**src/rtl/ahb_dma_copy.sv**
```systemverilog
// rtl/ahb_dma_copy.sv - AHB-Lite initiator copying a block of 32-bit words from src to dst
// One NONSEQ SINGLE read then one NONSEQ SINGLE write per word; never two transfers outstanding.
module ahb_dma_copy #(
  parameter int LEN_W = 16
) (
  input  logic             I_ahb_clk,
  input  logic             I_rst,
  input  logic             I_start,
  input  logic [31:0]      I_src_addr,
  input  logic [31:0]      I_dst_addr,
  input  logic [LEN_W-1:0] I_len,
  output logic             O_busy,
  output logic             O_done,
  output logic             O_err,
  output logic [31:0]      O_err_addr,
  output logic [1:0]       O_ahb_htrans,
  output logic             O_ahb_hwrite,
  output logic [31:0]      O_ahb_haddr,
  output logic [2:0]       O_ahb_hsize,
  output logic [2:0]       O_ahb_hburst,
  output logic [3:0]       O_ahb_hprot,
  output logic             O_ahb_hmastlock,
  output logic [31:0]      O_ahb_hwdata,
  input  logic [31:0]      I_ahb_hrdata,
  input  logic [1:0]       I_ahb_hresp,
  input  logic             I_ahb_hready
);

  typedef enum logic [2:0] {
    S_IDLE,
    S_RD_ADDR,
    S_RD_DATA,
    S_WR_ADDR,
    S_WR_DATA,
    S_ERR,
    S_DONE
  } state_t;

  localparam logic [1:0] HTRANS_IDLE   = 2'b00;
  localparam logic [1:0] HTRANS_NONSEQ = 2'b10;
  localparam logic [1:0] HRESP_ERROR   = 2'b01;

  state_t r_state;
  state_t w_next;

  logic [31:0]      r_src;
  logic [31:0]      r_dst;
  logic [31:0]      r_haddr;
  logic [31:0]      r_data;
  logic [31:0]      r_hwdata;
  logic [31:0]      r_err_addr;
  logic [LEN_W-1:0] r_len;
  logic [LEN_W-1:0] r_count;
  logic             r_hwrite;
  logic             r_err;

  logic [31:0]      w_src_aligned;
  logic [31:0]      w_dst_aligned;
  logic [31:0]      w_src_inc;
  logic [31:0]      w_dst_inc;
  logic [LEN_W-1:0] w_count_inc;
  logic             w_resp_err;
  logic             w_accept;
  logic             w_rd_cap;
  logic             w_wr_ok;
  logic             w_err_hit;
  logic [1:0]       w_htrans;

  assign w_src_aligned = I_src_addr & 32'hFFFF_FFFC;
  assign w_dst_aligned = I_dst_addr & 32'hFFFF_FFFC;
  assign w_src_inc     = r_src + 32'd4;
  assign w_dst_inc     = r_dst + 32'd4;
  assign w_count_inc   = r_count + LEN_W'(1);
  assign w_resp_err    = (I_ahb_hresp == HRESP_ERROR);

  always_ff @(posedge I_ahb_clk) begin
    if (I_rst) begin
      r_state <= S_IDLE;
    end else begin
      r_state <= w_next;
    end
  end

  always_comb begin
    w_next    = r_state;
    w_htrans  = HTRANS_IDLE;
    w_accept  = 1'b0;
    w_rd_cap  = 1'b0;
    w_wr_ok   = 1'b0;
    w_err_hit = 1'b0;
    case (r_state)
      S_IDLE: begin
        if (I_start) begin
          w_accept = 1'b1;
          w_next   = (I_len == '0) ? S_DONE : S_RD_ADDR;
        end
      end
      S_RD_ADDR: begin
        w_htrans = HTRANS_NONSEQ;
        if (I_ahb_hready) begin
          w_next = S_RD_DATA;
        end
      end
      S_RD_DATA: begin
        // An ERROR seen with hready low is the first cycle of the two-cycle response.
        if (w_resp_err) begin
          w_err_hit = 1'b1;
          w_next    = I_ahb_hready ? S_DONE : S_ERR;
        end else if (I_ahb_hready) begin
          w_rd_cap = 1'b1;
          w_next   = S_WR_ADDR;
        end
      end
      S_WR_ADDR: begin
        w_htrans = HTRANS_NONSEQ;
        if (I_ahb_hready) begin
          w_next = S_WR_DATA;
        end
      end
      S_WR_DATA: begin
        if (w_resp_err) begin
          w_err_hit = 1'b1;
          w_next    = I_ahb_hready ? S_DONE : S_ERR;
        end else if (I_ahb_hready) begin
          w_wr_ok = 1'b1;
          w_next  = (w_count_inc == r_len) ? S_DONE : S_RD_ADDR;
        end
      end
      S_ERR: begin
        if (I_ahb_hready) begin
          w_next = S_DONE;
        end
      end
      S_DONE: begin
        w_next = S_IDLE;
      end
      default: begin
        w_next = S_IDLE;
      end
    endcase
  end

  always_ff @(posedge I_ahb_clk) begin
    if (I_rst) begin
      r_src      <= '0;
      r_dst      <= '0;
      r_len      <= '0;
      r_count    <= '0;
      r_haddr    <= '0;
      r_hwrite   <= 1'b0;
      r_data     <= '0;
      r_hwdata   <= '0;
      r_err      <= 1'b0;
      r_err_addr <= '0;
    end else begin
      if (w_accept) begin
        r_src      <= w_src_aligned;
        r_dst      <= w_dst_aligned;
        r_len      <= I_len;
        r_count    <= '0;
        r_err      <= 1'b0;
        r_err_addr <= '0;
        if (I_len != '0) begin
          r_haddr  <= w_src_aligned;
          r_hwrite <= 1'b0;
        end
      end
      // Address/direction are loaded on entry to an address phase and held otherwise.
      if (w_rd_cap) begin
        r_data   <= I_ahb_hrdata;
        r_haddr  <= r_dst;
        r_hwrite <= 1'b1;
      end
      if (r_state == S_WR_ADDR && I_ahb_hready) begin
        r_hwdata <= r_data;
      end
      if (w_wr_ok) begin
        r_count <= w_count_inc;
        r_src   <= w_src_inc;
        r_dst   <= w_dst_inc;
        if (w_count_inc != r_len) begin
          r_haddr  <= w_src_inc;
          r_hwrite <= 1'b0;
        end
      end
      if (w_err_hit) begin
        r_err      <= 1'b1;
        r_err_addr <= r_haddr;
      end
    end
  end

  assign O_busy          = (r_state != S_IDLE);
  assign O_done          = (r_state == S_DONE);
  assign O_err           = r_err;
  assign O_err_addr      = r_err_addr;
  assign O_ahb_htrans    = w_htrans;
  assign O_ahb_hwrite    = r_hwrite;
  assign O_ahb_haddr     = r_haddr;
  assign O_ahb_hsize     = 3'b010;
  assign O_ahb_hburst    = 3'b000;
  assign O_ahb_hprot     = 4'b0011;
  assign O_ahb_hmastlock = 1'b0;
  assign O_ahb_hwdata    = r_hwdata;

endmodule
```
**config.mk**
```make
export PLATFORM = sky130hd
export DESIGN_NAME = ahb_dma_copy
export DESIGN_NICKNAME = d
export VERILOG_FILES = /design/src/rtl/ahb_dma_copy.sv
export SDC_FILE = /design/constraint.sdc
export NUM_CORES = 1
export LEC_CHECK = 0
export CAP_MARGIN = 20
export CORE_ASPECT_RATIO = 0.5
export CORE_MARGIN = 4
export CORE_UTILIZATION = 60
export DETAILED_ROUTE_END_ITERATION = 7
export DONT_BUFFER_PORTS = 1
export GPL_TIMING_DRIVEN = 0
export HOLD_SLACK_MARGIN = 0.15
export PLACE_DENSITY = 0.73
export SYNTH_ARGS = -nofsm -noshare
export SYNTH_HDL_FRONTEND = slang
export SYNTH_SLANG_ARGS = --single-unit
```
**constraint.sdc**
```tcl
create_clock -name I_ahb_clk -period 4.3 [get_ports I_ahb_clk]
set_input_delay 1.29 -clock I_ahb_clk [delete_from_list [all_inputs] [get_ports I_ahb_clk]]
set_output_delay 1.29 -clock I_ahb_clk [all_outputs]
set_load 0.005 [all_outputs]
```
## Yosys cells after proc, flatten, opt, wreduce, memory -nomap -nowiden

Cells that the tools add are included.

- Add/subtract/negate cells: 3
- Multiply operators: 0
- Div/mod/pow operators: 0
- Order comparisons: 0
- Eq/ne operators: 15
- Shift operators: 0
- Mux-type cells: 41
- Bitwise logic cells: 0
- Reduce and logical (&&, ||, !) cells: 10

Operators with widths:

| cell | number |
|---|---|
| $mux W32 | 11 |
| $add A32 B3 Y32 const B | 2 |
| $mux W16 | 2 |
| $mux W3 | 10 |
| $pmux W3 S6 | 1 |
| $add A16 B1 Y16 const B | 1 |
| $eq A16 B16 Y1 | 1 |
| $logic_not A16 Y1 | 1 |
| $ne A16 B16 Y1 | 1 |
| $reduce_bool A16 Y1 | 1 |
| $mux W1 | 15 |
| $eq A3 B3 Y1 const B | 3 |
| $ne A2 B2 Y1 const B | 4 |
| $eq A3 B2 Y1 const B | 2 |
| $ne A3 B3 Y1 const B | 2 |
| $reduce_and A6 Y1 | 1 |
| $mux W2 | 2 |
| $reduce_bool A2 Y1 | 2 |
| $reduce_or A2 Y1 | 2 |
| $eq A3 B1 Y1 const B | 1 |
| $logic_not A3 Y1 | 1 |
| $reduce_bool A3 Y1 | 1 |
| $eq A2 B1 Y1 const B | 1 |
| $logic_and A1 B1 Y1 | 1 |

- Bits in registers: 229
- Bits in latches: 0
- RAM bits: 0
- Bits in read-only memories: 0
- Logic and storage cells: 80
- Memories kept: 0

## Depth between registers and ports, before layout

- Word-level depth: 6
- Depth in mapped cells: 11
- Gate-level depth less buffers: 8

## Least setup slack after synthesis

Ideal clock, no wire load.

- Path type: input -> register
- Start point: input port I_len[10]
- End point: register r_haddr[7] (netlist: O_ahb_haddr[7])
- Setup time: 0.134 ns
- Arrival: 2.631 ns
- Required time: 4.166 ns
- Slack: 1.535 ns
- Cell stages on the path: 8
- Path buffers: 1
- Path through: nor4_1 -> nand4_1 -> nand2_1 -> buf_2 -> mux2i_1 -> nor2_1 -> a21oi_1 -> o32ai_2

- Word-level cells in the longest chain between the ends: 6

Ends and longest elaborated chain:

| what | RTL line | source |
|---|---|---|
| from (decl) | 11 | `input logic [LEN_W-1:0] I_len,` |
| $reduce_bool A16 Y1 (*) | 163 | `if (I_len != '0) begin` |
| $mux W32 (*) | 163 |  |
| $mux W32 (*) | 156 | `if (w_accept) begin` |
| $mux W32 (*) | 169 | `if (w_rd_cap) begin` |
| $mux W32 | 181 | `if (w_count_inc != r_len) begin` |
| $mux W32 (*) | 177 | `if (w_wr_ok) begin` |
| to (signal assigned) | 164 | `r_haddr <= w_src_aligned;` |
| to (signal assigned) | 171 | `r_haddr <= r_dst;` |
| to (signal assigned) | 182 | `r_haddr <= w_src_inc;` |
| to (decl) | 48 | `logic [31:0] r_haddr;` |

Mark *: on every way between the ends. The rest lies on a longest branch, timed or not.
A chain may end at the register's enable or synchronous reset.

## Final worst setup path

- Start point: input port I_ahb_hresp[1]
- End point: register r_count[4]

- Word-level cells in the longest chain between the ends: 4
- Elaborated cells between the ends (all ways): 5

Ends and longest elaborated chain:

| what | RTL line | source |
|---|---|---|
| from (decl) | 25 | `input logic [1:0] I_ahb_hresp,` |
| $eq A2 B1 Y1 (*) | 74 | `assign w_resp_err = (I_ahb_hresp == HRESP_ERROR);` |
| $mux W1 (*) | 121 | `if (w_resp_err) begin` |
| $mux W1 (*) | 91 | `case (r_state)` |
| $mux W16 / $reduce_bool A2 Y1 (equally long branches) | n/a |  |
| to (signal assigned) | 178 | `r_count <= w_count_inc;` |
| to (decl) | 53 | `logic [LEN_W-1:0] r_count;` |

Marked as above.

==> flow_summary.json <==
{
  "status": "completed",
  "cp_cell_sequence": "nand2b_1 > nand3_1 > clkbuf_1 > clkbuf_1 > o21ai_0 > a21oi_1 > nor2_1",
  "gr-total-overflow": 0,
  "setup_ws_ns": 0.935,
  "async_flop_share_pct": 0,
  "drive_above_1_share_pct": 5.50,
  "grt_max_degree": 17,
  "skew_ns": 0.00852,
  "path_class": "in -> reg",
  "cts_root_buf": "clkbuf_16",
  "power_density_nw_per_um2": 411,
  "critPathLaunchType": "primary input",
  "fmax_ghz": 0.297,
  "hold_violations": 0,
  "die_area_um2": 20900,
  "regArea_um2": 4500,
  "hold_path_depth": 2,
  "first_pass_iters": 6,
  "coreArea_um2": 17700,
  "yosysSeqAreaShare_pct": 40.6,
  "p_sw_share_pct": 28.9,
  "gp_congestion": 1.02,
  "final_cell_area_um2": 12100,
  "top_layer": "met4",
  "synthCells": 1466,
  "grt_antenna_before_repair": 0,
  "clock_path_buffers": 3,
  "vdd.ir_drop.worst_uv": 352,
  "fin_setup_tns_ns": 0,
  "finalNonFillerCells": 1744,
  "num_vias": 11400,
  "ant_nets": 0,
  "multiInputGateArea_um2": 6010,
  "grt_use_total_pct": 36.6,
  "path_buf_inv": 2,
  "drc_errors": 0,
  "place.port_buffers": 0,
  "initial_utilization_pct": 62.6,
  "fillers": 1568,
  "postSynthAreaPerCell_um2": 7.57,
  "critPathSlowestCell": "clkbuf_1",
  "insertion_delay_ns": 0.50,
  "required_ns": 4.67,
  "dr_wl_met2_um": 17300,
  "ys_ff_latch": 225,
  "worstMarginPinSlew_ns": 1.11,
  "crit_path_frequent_cell": "clkbuf_1",
  "critPathMaxFanout": 10,
  "p_comb_share_pct": 14.4,
  "die_h_um": 104,
  "synth_ff_type": "dfxtp_1",
  "wl_met3_um": 5810,
  "htreeDepth": 1,
  "pre_cts_slack_ns": 0.650,
  "synth.distinct_cells": 66,
  "cts.clk_slew.worst_paths_ns": 0.08,
  "maxSlewHeadroom_pct": 25.6,
  "report.power.total_mw": 4.98,
  "synth-edff-count": 0,
  "fin_crit_ns": 3.37,
  "setup_viol": 0,
  "die_x_um": 200,
  "yosys.cell_count.top_type": "nand2_1",
  "avgRoutedWirePerCell_um": 23.1,
  "pin_count": 231,
  "crit_family": "buffers and inverters",
  "dp_hpwl_um": 29600,
  "synth_area_leaders": "dfxtp_1 41%, nand2_1 10%, a21oi_1 9.3%",
  "ctsResizeCount": 0,
  "pwr-share-seq_pct": 46.7,
  "cp_data_arrival_time_ns": 3.74,
  "cts_tree": "built",
  "p_int_mw": 3.54,
  "p_clk_share_pct": 38.9,
  "cts_setup_buffers": 0,
  "post_synth_instance_area_um2": 11100,
  "grt_pass1_vias": 10800,
  "core.rowCount": 34,
  "ys_top_cells_by_count": "305 x nand2_1, 225 x dfxtp_1, 206 x a21oi_1",
  "grt_pass1_wl_um": 61400,
  "synth.largest_area_cell": "dfxtp_1",
  "cts_buffers": 20,
  "slew_violations": 0,
  "yosysWarnings": 0,
  "p_switching_mw": 1.44,
  "cp.depth": 7,
  "dp_cells": 1710,
  "finalWirelength_um": 40200,
  "ctsHoldBuffers": 0,
  "yosysTopAreaCellShare_pct": 40.6,
  "grt_setup_unrepaired": "false",
  "area_delta_synth_final_pct": 9.14,
  "drv_cap": 0,
  "power.leakage_nw": 4.24,
  "drt-met1-wl_um": 15700,
  "cts_sinks": 225,
  "viasPerCell": 6.53,
  "nets": 1619,
  "cp-end-kind": "flop",
  "rr_worst_depth": 8,
  "worstHoldPathType": "reg -> reg",
  "fin_crit_sh_pct": 78.3,
  "post_dp_cell_area_um2": 11400,
  "critPathMaxStageDelay_ns": 0.73,
  "num_antenna_cells": 0,
  "drtIter0Drc": 1255
}
[final cells by class]
class | count | share of cell area (%)
Buffer | 134 | 4.93
Sequential cell | 225 | 37.2
Clock inverter | 9 | 1.02
Clock buffer | 25 | 4.63
Tap cell | 234 | 2.42
Multi-Input combinational cell | 1110 | 49.6
Inverter | 7 | 0.217
[kinds of logic after synthesis]
group,count (synthesis),share of synthesized area (%)
AND/OR/NAND/NOR,614,25.8
AO/OA/AOI/OAI,392,20.2
flip-flops,225,40.6
buffers and inverters,141,5.61
XOR/XNOR,52,4.10
multiplexers,37,3.35
adder cells (fa/ha/maj),3,0.338
other,2,0.0677
[cells in the final DEF, fill, tap and decap left out, types with 19 or more instances in the layout]
| cell | count |
|---|---|
| a21oi_1 | 206 |
| nand3_1 | 79 |
| mux2i_1 | 36 |
| xor2_1 | 20 |
| nor3_1 | 39 |
| nor2_1 | 83 |
| o21ai_0 | 103 |
| and3_1 | 19 |
| xnor2_1 | 32 |
| clkbuf_1 | 97 |
| dfxtp_1 | 225 |
| nand2_1 | 305 |
| clkbuf_16 | 21 |
[routing by layer]
metal  vias to the layer above  global-route usage [%]
met2                       785                    56.3
met1                      5308                    48.1
met5                         -                       0
li1                       5174                       -
met4                         0                    12.9
met3                       122                    12.6
[power by group through the flow]
stage | combinational [mW] | clock (mW) | sequential (mW)
2_1_floorplan | 0.495 | 0 | 2.32
3_3_place_gp | 0.662 | 0 | 2.36
3_5_place_dp | 0.684 | 0 | 2.37
4_1_cts | 0.689 | 1.93 | 2.32
5_1_grt | 0.777 | 2.01 | 2.34
6_report | 0.716 | 1.94 | 2.32
[stage by stage]
step / hold WS (ns) / util (%)
after floorplan: 0.432 / -
after global placement: 0.435 / 64.4
after detailed placement: 0.446 / 64.4
after CTS: 0.451 / 68.3
after global routing: 0.474 / 68.3
final: 0.455 / 68.3
[path summary, 6_finish.rpt]
| path | slack (ns) | endpoint | from |
|---|---|---|---|
| setup / recovery | 0.93 | r_count[4] | I_ahb_hresp[1] |
| hold / removal | 0.45 | O_ahb_hwdata[29] | r_data[29] |
| setup reg to reg | 1.11 | O_ahb_haddr[31] | r_state[2] |
| hold reg to reg | 0.45 | O_ahb_hwdata[29] | r_data[29] |
[worst register-to-register path, delay by kind of cell, from the launching register on]
kind	cells	cell delay, ns
AOI/OAI and AO/OA	1	0.15
buffers and inverters	4	1.92
and+or+nand+nor	3	0.73
DFF	1	0.30
[state kept, by name, summed over array words and instances, names as in the netlist]
name	flops
r_data	32
r_count	16
O_ahb_haddr	32
O_ahb_hwrite	1
O_err	1
r_src	30
O_ahb_hwdata	32
r_len	16
r_state	3
r_dst	30
O_err_addr	32
Note: power is estimated with default switching activity, not from simulation.
==> patch: new RTL, same settings <==
Change the parameter `LEN_W` from 16 to 32.
--- a/src/rtl/ahb_dma_copy.sv
+++ b/src/rtl/ahb_dma_copy.sv
@@ -1,7 +1,7 @@
 // rtl/ahb_dma_copy.sv - AHB-Lite initiator copying a block of 32-bit words from src to dst
 // One NONSEQ SINGLE read then one NONSEQ SINGLE write per word; never two transfers outstanding.
 module ahb_dma_copy #(
-  parameter int LEN_W = 16
+  parameter int LEN_W = 32
 ) (
   input  logic             I_ahb_clk,
   input  logic             I_rst,
Interface: changed (resized I_len); port bits go from 231 to 247. The function was not compared with the original's and may differ.
==> patch against the unedited design <==
  * The run now ends with DRC left
  * Final area is 17% higher
  * Fmax fell by 18%
  * Setup slack lost 0.73 ns
  * Cell count increased by 17%
  * Sequential share of layout area decreased by 0.78 points
  * Sequential cell count grew 32
  * Routed wire length grew 22%
  * Register-to-register slack got worse by 0.91 ns
  * Area after synthesis grew 17%
Power is not compared: it rests on default switching activity, and its combinational part moved more than twofold at a synthesized area within 25%.
==> patch: results (changes against the unedited design) <==
| Metric | Value |
|---|---|
| HPWL after detailed placement | 37000 um (+25%) |
| Reg2Reg Depth | 10 (+2) |
| XOR/XNOR Fraction of Synth Area | 0.0506 (+0.00960) |
| Commonest cells post-synth | nand2_1 (304), dfxtp_1 (257), a21oi_1 (174), nor2_1 (170), clkbuf_1 (123) |
| Met1 wire length | 19100 um (+22%) |
| Worst Skew | 0.0253 ns (+0.0168 ns) |
| HP Start | r_data[5] |
| Clock buffer count | 28 (+12%) |
| RD Place Congestion | 0.997 (-2.0%) |
| Global Route met2 Usage | 0.591 (+0.0283) |
| Initial antenna violation count | 2 (+2) |
| Non-CTS inverters | 12 (+5) |
| Violations in the final reports | DRC |
| Tot GR Track Use | 0.388 (+0.0219) |
| GR Layer Usage met3 | 0.124 (-0.00182) |
| Ranking of synthesized cells by area | dfxtp_1 (40%), nand2_1 (8.8%), a21oi_1 (6.7%) |
| First-pass GRT wire length | 74100 um (+21%) |
| Drt via density | 6.73 (+3.1%) |
| Outcome | complete, but fails checks |
| Worst rel slew slack | 0.368 (+0.112) |
| Vias in the first global route | 12725 (+18%) |
| Via count | 13769 (+21%) |
| Hold Slack | 0.457 ns (+0.00240 ns) |
| WL per Instance | 24.0 um (+4.1%) |
| Nonclk buf count | 154 (+15%) |
| 1st-iter DRT viols | 2340 (+86%) |
| N_diodes | 2 (+2) |
| TritonCTS Buffers | 23 (+15%) |
| Synth Area in Compound Gates | 0.223 (+0.0214) |
| Filler cell count | 1817 (+16%) |
| Share of cell area taken by multi-input logic gates | 0.509 (+0.0130) |
| 1st-pass router iterations | 8 (+2) |
| Buffering overhead | 0.0451 (-0.00412) |
| Hold path endpoint | O_ahb_hwdata[5] |
| Final nets | 1875 (+16%) |
| Worst reg2reg setup slack | 0.20 ns (-0.91 ns) |
| Post-synthesis adder-cell area fraction | 0.00289 (-0.000488) |
| Seq. cell area | 5140 sq um (+14%) |
| Top sig layer | met5 |
| Comb_multi_in | 1290 (+16%) |
| Slowest stage cell, crit path | nor4_2 |
| GRT met1 Usage | 0.515 (+0.0342) |
| CP startpoint | r_count[0] |
| FF+latch count | 257 (+14%) |
| Metal2 WL | 20700 um (+20%) |
| Post-place instance area | 13400 sq um (+17%) |
| Clk Latency, worst-skew pair | 0.55 ns (+0.05 ns) |
| Critical Path Max Stage Delay | 0.69 ns (-0.04 ns) |
| Clk tree area frac | 0.0523 (-0.00418) |
| Reg2reg end | O_ahb_haddr[8] |
| Syn Inst Count | 1703 (+16%) |
| Met3 WL | 7030 um (+21%) |
| Critical path data arrival time | 4.46 ns (+0.72 ns) |
| DR DRC count | 7 (+7) |
| Top delay family on crit path | simple AND/OR/NAND/NOR gates |
patch: changes by cell type after synthesis, moves of 12 or more:
cell and change:
nor4_1 +12, xnor2_1 +23, a22oi_1 +36, clkbuf_1 +28
nor2_1 +87, o21ai_0 -38, a211oi_1 +17, dfxtp_1 +32
nand3_1 -34, a21oi_1 -32, mux2i_1 -23, and3_1 +34
a221oi_1 +25
patch: through the flow:
stage | power (W) | worst slack (ns) | TNS [ns]
floorplan | 0.00428 | 1.01 | 0
global placement | 0.00490 | 0.0628 | 0
detailed placement | 0.00496 | -0.00416 | -0.00416
CTS | 0.00704 | 0.0791 | 0
global route | 0.00743 | 0.0124 | 0
finish | 0.00716 | 0.202 | 0
patch: where the power goes:
group          internal (W)  total, W  switching (W)  leakage (nW)
clock               0.00116   0.00213       0.000974         0.356
sequential          0.00267   0.00306       0.000387          2.09
combinational      0.000639   0.00197        0.00133          2.32
total               0.00447   0.00716        0.00269          4.77
